--- src/rtl/bin2bcd_8digit.sv ---
// Sequential double-dabble converter: unsigned binary to eight packed BCD digits,
// one input bit per clock, with optional leading-zero blanking (digit code 4'hA).
module bin2bcd_8digit #(
  parameter int p_bin_width  = 27,
  parameter int p_blank_lead = 1
) (
  input  logic                   clk,
  input  logic                   rstn,
  input  logic                   i_start,
  input  logic [p_bin_width-1:0] i_bin,
  output logic                   o_busy,
  output logic                   o_valid,
  output logic [31:0]            o_bcd,
  output logic                   o_overflow
);

  localparam int          c_sr_w = 32 + p_bin_width;
  localparam logic [4:0]  c_last = 5'(p_bin_width - 1);
  localparam logic [31:0] c_max  = 32'd99_999_999;

  typedef enum logic [1:0] {IDLE, SHIFT, DONE} state_e;

  state_e              state_q;
  logic [c_sr_w-1:0]   sr_q;
  logic [c_sr_w-1:0]   sr_d;
  logic [4:0]          cnt_q;
  logic                ovf_q;
  logic                busy_q;
  logic                valid_q;
  logic [31:0]         bcd_q;
  logic                overflow_q;
  logic [31:0]         acc_adj;
  logic [31:0]         result_d;
  logic                lead;

  // Accumulator sits above the input bits, so one shift moves the input MSB into BCD bit 0.
  always_comb begin
    acc_adj = sr_q[c_sr_w-1 -: 32];
    for (int i = 0; i < 8; i++) begin
      if (acc_adj[i*4 +: 4] >= 4'd5) begin
        acc_adj[i*4 +: 4] = acc_adj[i*4 +: 4] + 4'd3;
      end
    end
    sr_d = {acc_adj, sr_q[p_bin_width-1:0]} << 1;
  end

  // Saturate on overflow, then blank leading zeros; digit 0 always stays visible.
  always_comb begin
    result_d = ovf_q ? 32'h9999_9999 : sr_q[c_sr_w-1 -: 32];
    lead     = (p_blank_lead != 0);
    for (int i = 7; i >= 1; i--) begin
      if (lead && (result_d[i*4 +: 4] == 4'h0)) begin
        result_d[i*4 +: 4] = 4'hA;
      end else begin
        lead = 1'b0;
      end
    end
  end

  always_ff @(posedge clk or negedge rstn) begin
    if (!rstn) begin
      state_q    <= IDLE;
      sr_q       <= '0;
      cnt_q      <= '0;
      ovf_q      <= 1'b0;
      busy_q     <= 1'b0;
      valid_q    <= 1'b0;
      bcd_q      <= 32'hAAAA_AAAA;
      overflow_q <= 1'b0;
    end else begin
      valid_q <= 1'b0;
      case (state_q)
        IDLE: begin
          if (i_start) begin
            sr_q    <= {32'd0, i_bin};
            cnt_q   <= '0;
            ovf_q   <= ({{(32-p_bin_width){1'b0}}, i_bin} > c_max);
            busy_q  <= 1'b1;
            state_q <= SHIFT;
          end
        end
        SHIFT: begin
          sr_q  <= sr_d;
          cnt_q <= cnt_q + 5'd1;
          if (cnt_q == c_last) begin
            state_q <= DONE;
          end
        end
        DONE: begin
          bcd_q      <= result_d;
          overflow_q <= ovf_q;
          valid_q    <= 1'b1;
          busy_q     <= 1'b0;
          state_q    <= IDLE;
        end
        default: state_q <= IDLE;
      endcase
    end
  end

  assign o_busy     = busy_q;
  assign o_valid    = valid_q;
  assign o_bcd      = bcd_q;
  assign o_overflow = overflow_q;

endmodule

--- config.mk ---
export PLATFORM = sky130hd
export DESIGN_NAME = bin2bcd_8digit
export DESIGN_NICKNAME = d
export VERILOG_FILES = /design/src/rtl/bin2bcd_8digit.sv
export SDC_FILE = /design/constraint.sdc
export NUM_CORES = 1
export LEC_CHECK = 0
export CAP_MARGIN = 40
export CORE_AREA = 2 2 103 105
export CTS_BUF_LIST = sky130_fd_sc_hd__clkbuf_2
export DETAILED_ROUTE_END_ITERATION = 10
export DIE_AREA = 0 0 105 107
export PLACE_DENSITY_LB_ADDON = 0.12
export SLEW_MARGIN = 25
export SYNTH_ARGS = -nofsm -noshare
export SYNTH_HDL_FRONTEND = slang
export SYNTH_SLANG_ARGS = --single-unit
--- constraint.sdc ---
create_clock -name clk -period 1.65 [get_ports clk]
set_input_delay 0.165 -clock clk [delete_from_list [all_inputs] [get_ports clk]]
set_output_delay 0.165 -clock clk [all_outputs]
set_load 0.03 [all_outputs]
[Word level (Yosys, flattened, before mapping)]
Index checks and enable logic that the tools add are counted.
Storage, ports and cells
  word-level logic and storage cells: 83
  input port bits: 30
  output and inout port bits: 35
  flip-flop bits (word level): 102
Cells by class
  reductions and logical operators: 20
  mux-type cells: 32
  order comparisons: 9
  add/sub/neg operators: 9
  equal/unequal tests: 5
Operators by type and width (count)
  $pmux W59 S2: 1
  $mux W59: 1
  $mux W4: 14
  $ge A4 B3 Y1 const B: 8
  $mux W32: 1
  $add A4 B2 Y4 const B: 7
  $logic_not A4 Y1: 7
  $gt A27 B27 Y1 const B: 1
  $pmux W5 S2: 1
  $mux W1: 8
  $reduce_and A2 Y1: 4
  $logic_and A1 B1 Y1: 6
  $add A5 B1 Y5 const B: 1
  $eq A5 B5 Y1 const B: 1
  $mux W5: 1
  $mux W2: 2
  $ne A2 B2 Y1 const B: 2
  $pmux W2 S2: 1
  $reduce_bool A2 Y1: 2
  $add A3 B2 Y3 const B: 1
  $mux W3: 1
  $eq A2 B1 Y1 const B: 1
  $eq A2 B2 Y1 const B: 1
  $logic_not A2 Y1: 1
  $pmux W1 S2: 1

[Longest topological paths before layout]
  depth in word-level cells: 15
  mapped depth: 6

[Worst setup path before layout]
No wires, ideal clock.
  path type: reg-to-reg
  start: register sr_q[55]
  end: register bcd_q[5] (netlist: o_bcd[5])
  slack: -57 ps
  arrival time: 1616 ps
  stages on the path, launching flop included: 5
  cell sequence: dfrtp_1 -> or4_1 -> nor4_4 -> nand4_2 -> o31ai_1
On the way
  longest elaborated chain between the ends: 15
RTL lines
  from (decl): line 24  | logic [c_sr_w-1:0] sr_q;
  from (signal assigned): line 75  | sr_q <= {32'd0, i_bin};
  from (signal assigned): line 83  | sr_q <= sr_d;
  $mux W32 *: line 49  | result_d = ovf_q ? 32'h9999_9999 : sr_q[c_sr_w-1 -: 32];
  $logic_not A4 Y1 *: line 52  | if (lead && (result_d[i*4 +: 4] == 4'h0)) begin
  $mux W1 *: line 52
  $logic_and A1 B1 Y1: line 52
  $mux W1 *: line 52
  $logic_and A1 B1 Y1: line 52
  $mux W1 *: line 52
  $logic_and A1 B1 Y1: line 52
  $mux W1 *: line 52
  $logic_and A1 B1 Y1: line 52
  $mux W1 *: line 52
  $logic_and A1 B1 Y1: line 52
  $mux W1 *: line 52
  $logic_and A1 B1 Y1 *: line 52
  $mux W4 *: line 52
  to (signal assigned): line 90  | bcd_q <= result_d;
  to (decl): line 30  | logic [31:0] bcd_q;
Mark *: on every way between the ends. The rest lies on a longest branch, timed or not.
A chain may end at the register's enable or synchronous reset.

[Final worst setup path]
  start: register ovf_q
  end: register bcd_q[5] (netlist: o_bcd[5])
On the way
  longest elaborated chain between the ends: 15
  elaborated cells between the ends (all ways): 21
RTL lines
  from (decl): line 27  | logic ovf_q;
  from (signal assigned): line 77  | ovf_q <= ({{(32-p_bin_width){1'b0}}, i_bin} > c_max);
  $mux W32 *: line 49
  $logic_not A4 Y1: line 52
  $mux W1: line 52
  $logic_and A1 B1 Y1: line 52
  $mux W1: line 52
  $logic_and A1 B1 Y1: line 52
  $mux W1: line 52
  $logic_and A1 B1 Y1: line 52
  $mux W1: line 52
  $logic_and A1 B1 Y1: line 52
  $mux W1: line 52
  $logic_and A1 B1 Y1: line 52
  $mux W1: line 52
  $logic_and A1 B1 Y1: line 52
  $mux W4 *: line 52
Marks and branches as above.

==> results.toml <==
[worst_setup_path]
worst-r2r-cell-count = 4
worstSetupStartpointType = "register"
rr_startpoint = "ovf_q"
crit_fanout = 7
reg2reg_slack_ps = -190
crit_start = "ovf_q"
rr_endpoint = "o_bcd[5]"
critical-path-max-stage-delay_ps = 530
end_kind = "register"
cp.arrival_ps = 2360
slowest_stage = "dfrtp_2"
worstPathCellList = "or4_4 > nor4_4 > nand4_4 > o31ai_2"
crit_type = "register to register"
crit_required_ps = 2170

[clock_tree]
cts_max_path_buffers = 2
cts_root_buf = "clkbuf_2"
cts_buffers = 9
cts_sinks = 102
htree_num_levels = 3
cts.clk_slew.worst_paths_ps = 300
tritoncts = "built"
clk_latency_ps = 570

[placement]
io_buffers = 64
gp_congestion = 0.818
dpl_cell_area_sq_um = 6340
post-dp-hpwl_mm = 8.94

[final_layout]
n_antenna_cell = 0
fillers = 850
syn_to_final_growth_pct = 28.7
drive_above_1_share_pct = 26.2
nets = 691
final_area_sq_um = 6620

[floorplanning]
die_h_microns = 107
fp-row-count = 37
dieArea_sq_um = 11200
initial_core_util_pct = 51.0
core_area_sq_um = 10100
die_x_microns = 105
ios = 65

[yosys]
synth-seq-cells = 102
synth_area_leaders = "dfrtp_1 42%, dfstp_2 8.2%, o21ai_0 6.1%"
synth_cell_types = 47
synthArstFlopShare_pct = 100
ys_seq_area_share_pct = 50.0
synthesis.area_sq_um = 5140
syn_avg_cell_area_sq_um = 9.74
synth_edf_count = 0
synth_nets = 576
netlist_instances = 528
yosysWarnings = 0
ys.flop_type = "dfrtp_1"
synth_top_area_share_pct = 41.8
yosysTopAreaCell = "dfrtp_1"

[power]
powerDensity_nw_per_um2 = 1660
power_leakage_nw = 2.93
ir_drop_mv = 0.659

[sta]
slew_violations = 0
timing.slew.headroom_pct = 67.5
finalSetupViolations = 9
fmax_ghz = 0.543
fin_skew_ps = 27.4
finalCriticalPeriod_ps = 1840
rsz0062_at_grt = "true"
finalSetupTns_ps = -1280
finalCritPeriodShare_pct = 112
tightestPinTransition_ps = 476
hold_viol = 0
layout_setup_ws_ps = -193

[run]
drv_cap = 0

[global_routing]
antenna_found_initial = 0
grt_max_degree = 34
grt_use_total_pct = 23.3
grt-ovfl-total = 0
grt_pass1_wl_mm = 21.1
grt_pass1_vias = 4277

[route]
drt_wl_total_mm = 12.9
routed_via_density = 5.73
post_drt_wl_per_cell_microns = 16.4
dr.pass1.iters = 5
remaining_drc_errors = 0
drt_iter0_drc = 149
vias = 4495
ant_nets = 0

[min_path]
hold_path_class = "input port to async pin"

[status]
violations = "negative setup slack"
outcome = "finished with violations"
logic make-up (layout without fill, tap and decap cells):
| group | after synthesis | in the layout | synth area share (%) |
|---|---|---|---|
| xor gates and xnor gates | 15 | 15 | 2.55 |
| muxes | 8 | 8 | 1.70 |
| and+or+nand+nor | 146 | 146 | 14.8 |
| DFF | 102 | 102 | 50.0 |
| adders and majority gates | 18 | 18 | 4.38 |
| buffers and inverters | 54 | 174 | 4.18 |
| AOI/OAI and AO/OA | 185 | 185 | 22.4 |
what timing repair did:
item | 4_1_cts | 5_1_grt
setup buffers | 3 | 6
pin swaps | 5 | 8
hold buffers | 3 | 0
endpoints found under the hold margin | 94 | 0
gates cloned | 0 | 0
resized for setup | 103 | 49
endpoints found under the setup margin | 48 | 54
worst max-delay path by stage:
stage | to | cells after the start
after floorplan | o_bcd[11] | 4
after global routing | o_bcd[5] | 4
after global placement | ovf_q | 5
final | o_bcd[5] | 4
after detailed placement | ovf_q | 5
after CTS | o_bcd[5] | 4
registers in the layout (all words and copies together), names as in the netlist:
signal	cells
o_bcd	32
cnt_q	5
o_valid	1
ovf_q	1
sr_q	59
o_busy	1
state_q	2
o_overflow	1
final cells by class:
type / instances / area, sq um / area share (%)
flip-flops and latches: 102 / 2570 / 38.9
multi-input cells: 372 / 2520 / 38.1
repair buffers: 138 / 1180 / 17.8
well taps: 136 / 170 / 2.57
inverters: 20 / 75.1 / 1.13
clock inverters: 7 / 55.1 / 0.832
clock buffers: 9 / 45.0 / 0.680
metrics by stage:
step | utilization, % | total power [W] | worst slack, ps | instances | hold slack (ps)
3_3_place_gp | 62.9 | 0.00929 | -114 | 756 | 119
5_1_grt | 65.6 | 0.0118 | -224 | 784 | 124
2_1_floorplan | - | 0.00743 | -9.08 | 528 | -131
4_1_cts | 64.5 | 0.0107 | -121 | 778 | 125
6_report | 65.6 | 0.0110 | -193 | 784 | 168
3_5_place_dp | 62.9 | 0.00951 | -285 | 756 | 123
synthesized netlist by cell type (2+ instances only):
cell type / instances
ha_1: 18
a22o_1: 4
nand3_1: 4
nor2_2: 2
or4_1: 4
nor2_1: 31
a22oi_1: 26
nor3_1: 7
nor4_1: 2
a31oi_1: 7
nand4_1: 5
o21ai_0: 63
nand2_1: 42
a32o_1: 8
clkbuf_1: 30
xor2_1: 7
xnor2_1: 8
mux2_2: 6
a2111oi_0: 3
mux2i_1: 2
nand2b_1: 11
nor2b_1: 29
dfstp_2: 16
o31ai_1: 13
a21oi_1: 41
o211ai_1: 2
inv_1: 19
o32ai_1: 7
dfrtp_1: 86
o22ai_1: 8
critical path: cells and delay by family (launching register included):
family	cells	cell delay (ps)
AO/OA/AOI/OAI	1	240
flip-flops	1	530
AND/OR/NAND/NOR	3	1050
power breakdown:
group / internal [W] / switching (W)
clock network: 0.000226 / 0.000896
logic: 0.00269 / 0.00300
registers: 0.00343 / 0.000743
placed cells by master, fill, tap and decap left out, types with 3 or more instances in the layout:
master,netlist,layout
nor3_1,7,7
buf_4,1,66
nor2b_1,29,28
a32o_1,8,8
o31ai_2,0,4
nor2_1,31,30
a22o_1,4,4
buf_2,1,14
clkbuf_2,0,10
nand3_1,4,3
a21oi_1,41,33
o21ai_0,63,58
clkdlybuf4s50_1,0,28
dfstp_2,16,16
mux2_2,6,5
dlygate4sd2_1,0,16
o32ai_1,7,7
nand2_1,42,42
o21ai_1,0,3
a31oi_1,7,6
xor2_1,7,7
inv_1,19,12
or4_4,1,3
a21oi_2,0,8
buf_12,0,6
ha_1,18,12
inv_2,0,7
inv_6,0,3
nand2b_1,11,9
ha_2,0,6
dlygate4sd3_1,0,3
dfrtp_1,86,85
o31ai_1,13,9
clkdlybuf4s15_1,0,3
a22oi_1,26,26
xnor2_1,8,8
nand4_1,5,5
o22ai_1,8,8
layer usage:
| metal | wire length, microns | vias up | GRT usage, % |
|---|---|---|---|
| met1 | 5960 | 2235 | 31.6 |
| li1 | - | 2145 | - |
| met3 | 459 | 18 | 3.28 |
| met2 | 6300 | 97 | 39.2 |
| met4 | 180 | 0 | 6.76 |
| met5 | 0 | - | 0 |
Power figures use the tool's default switching activity.
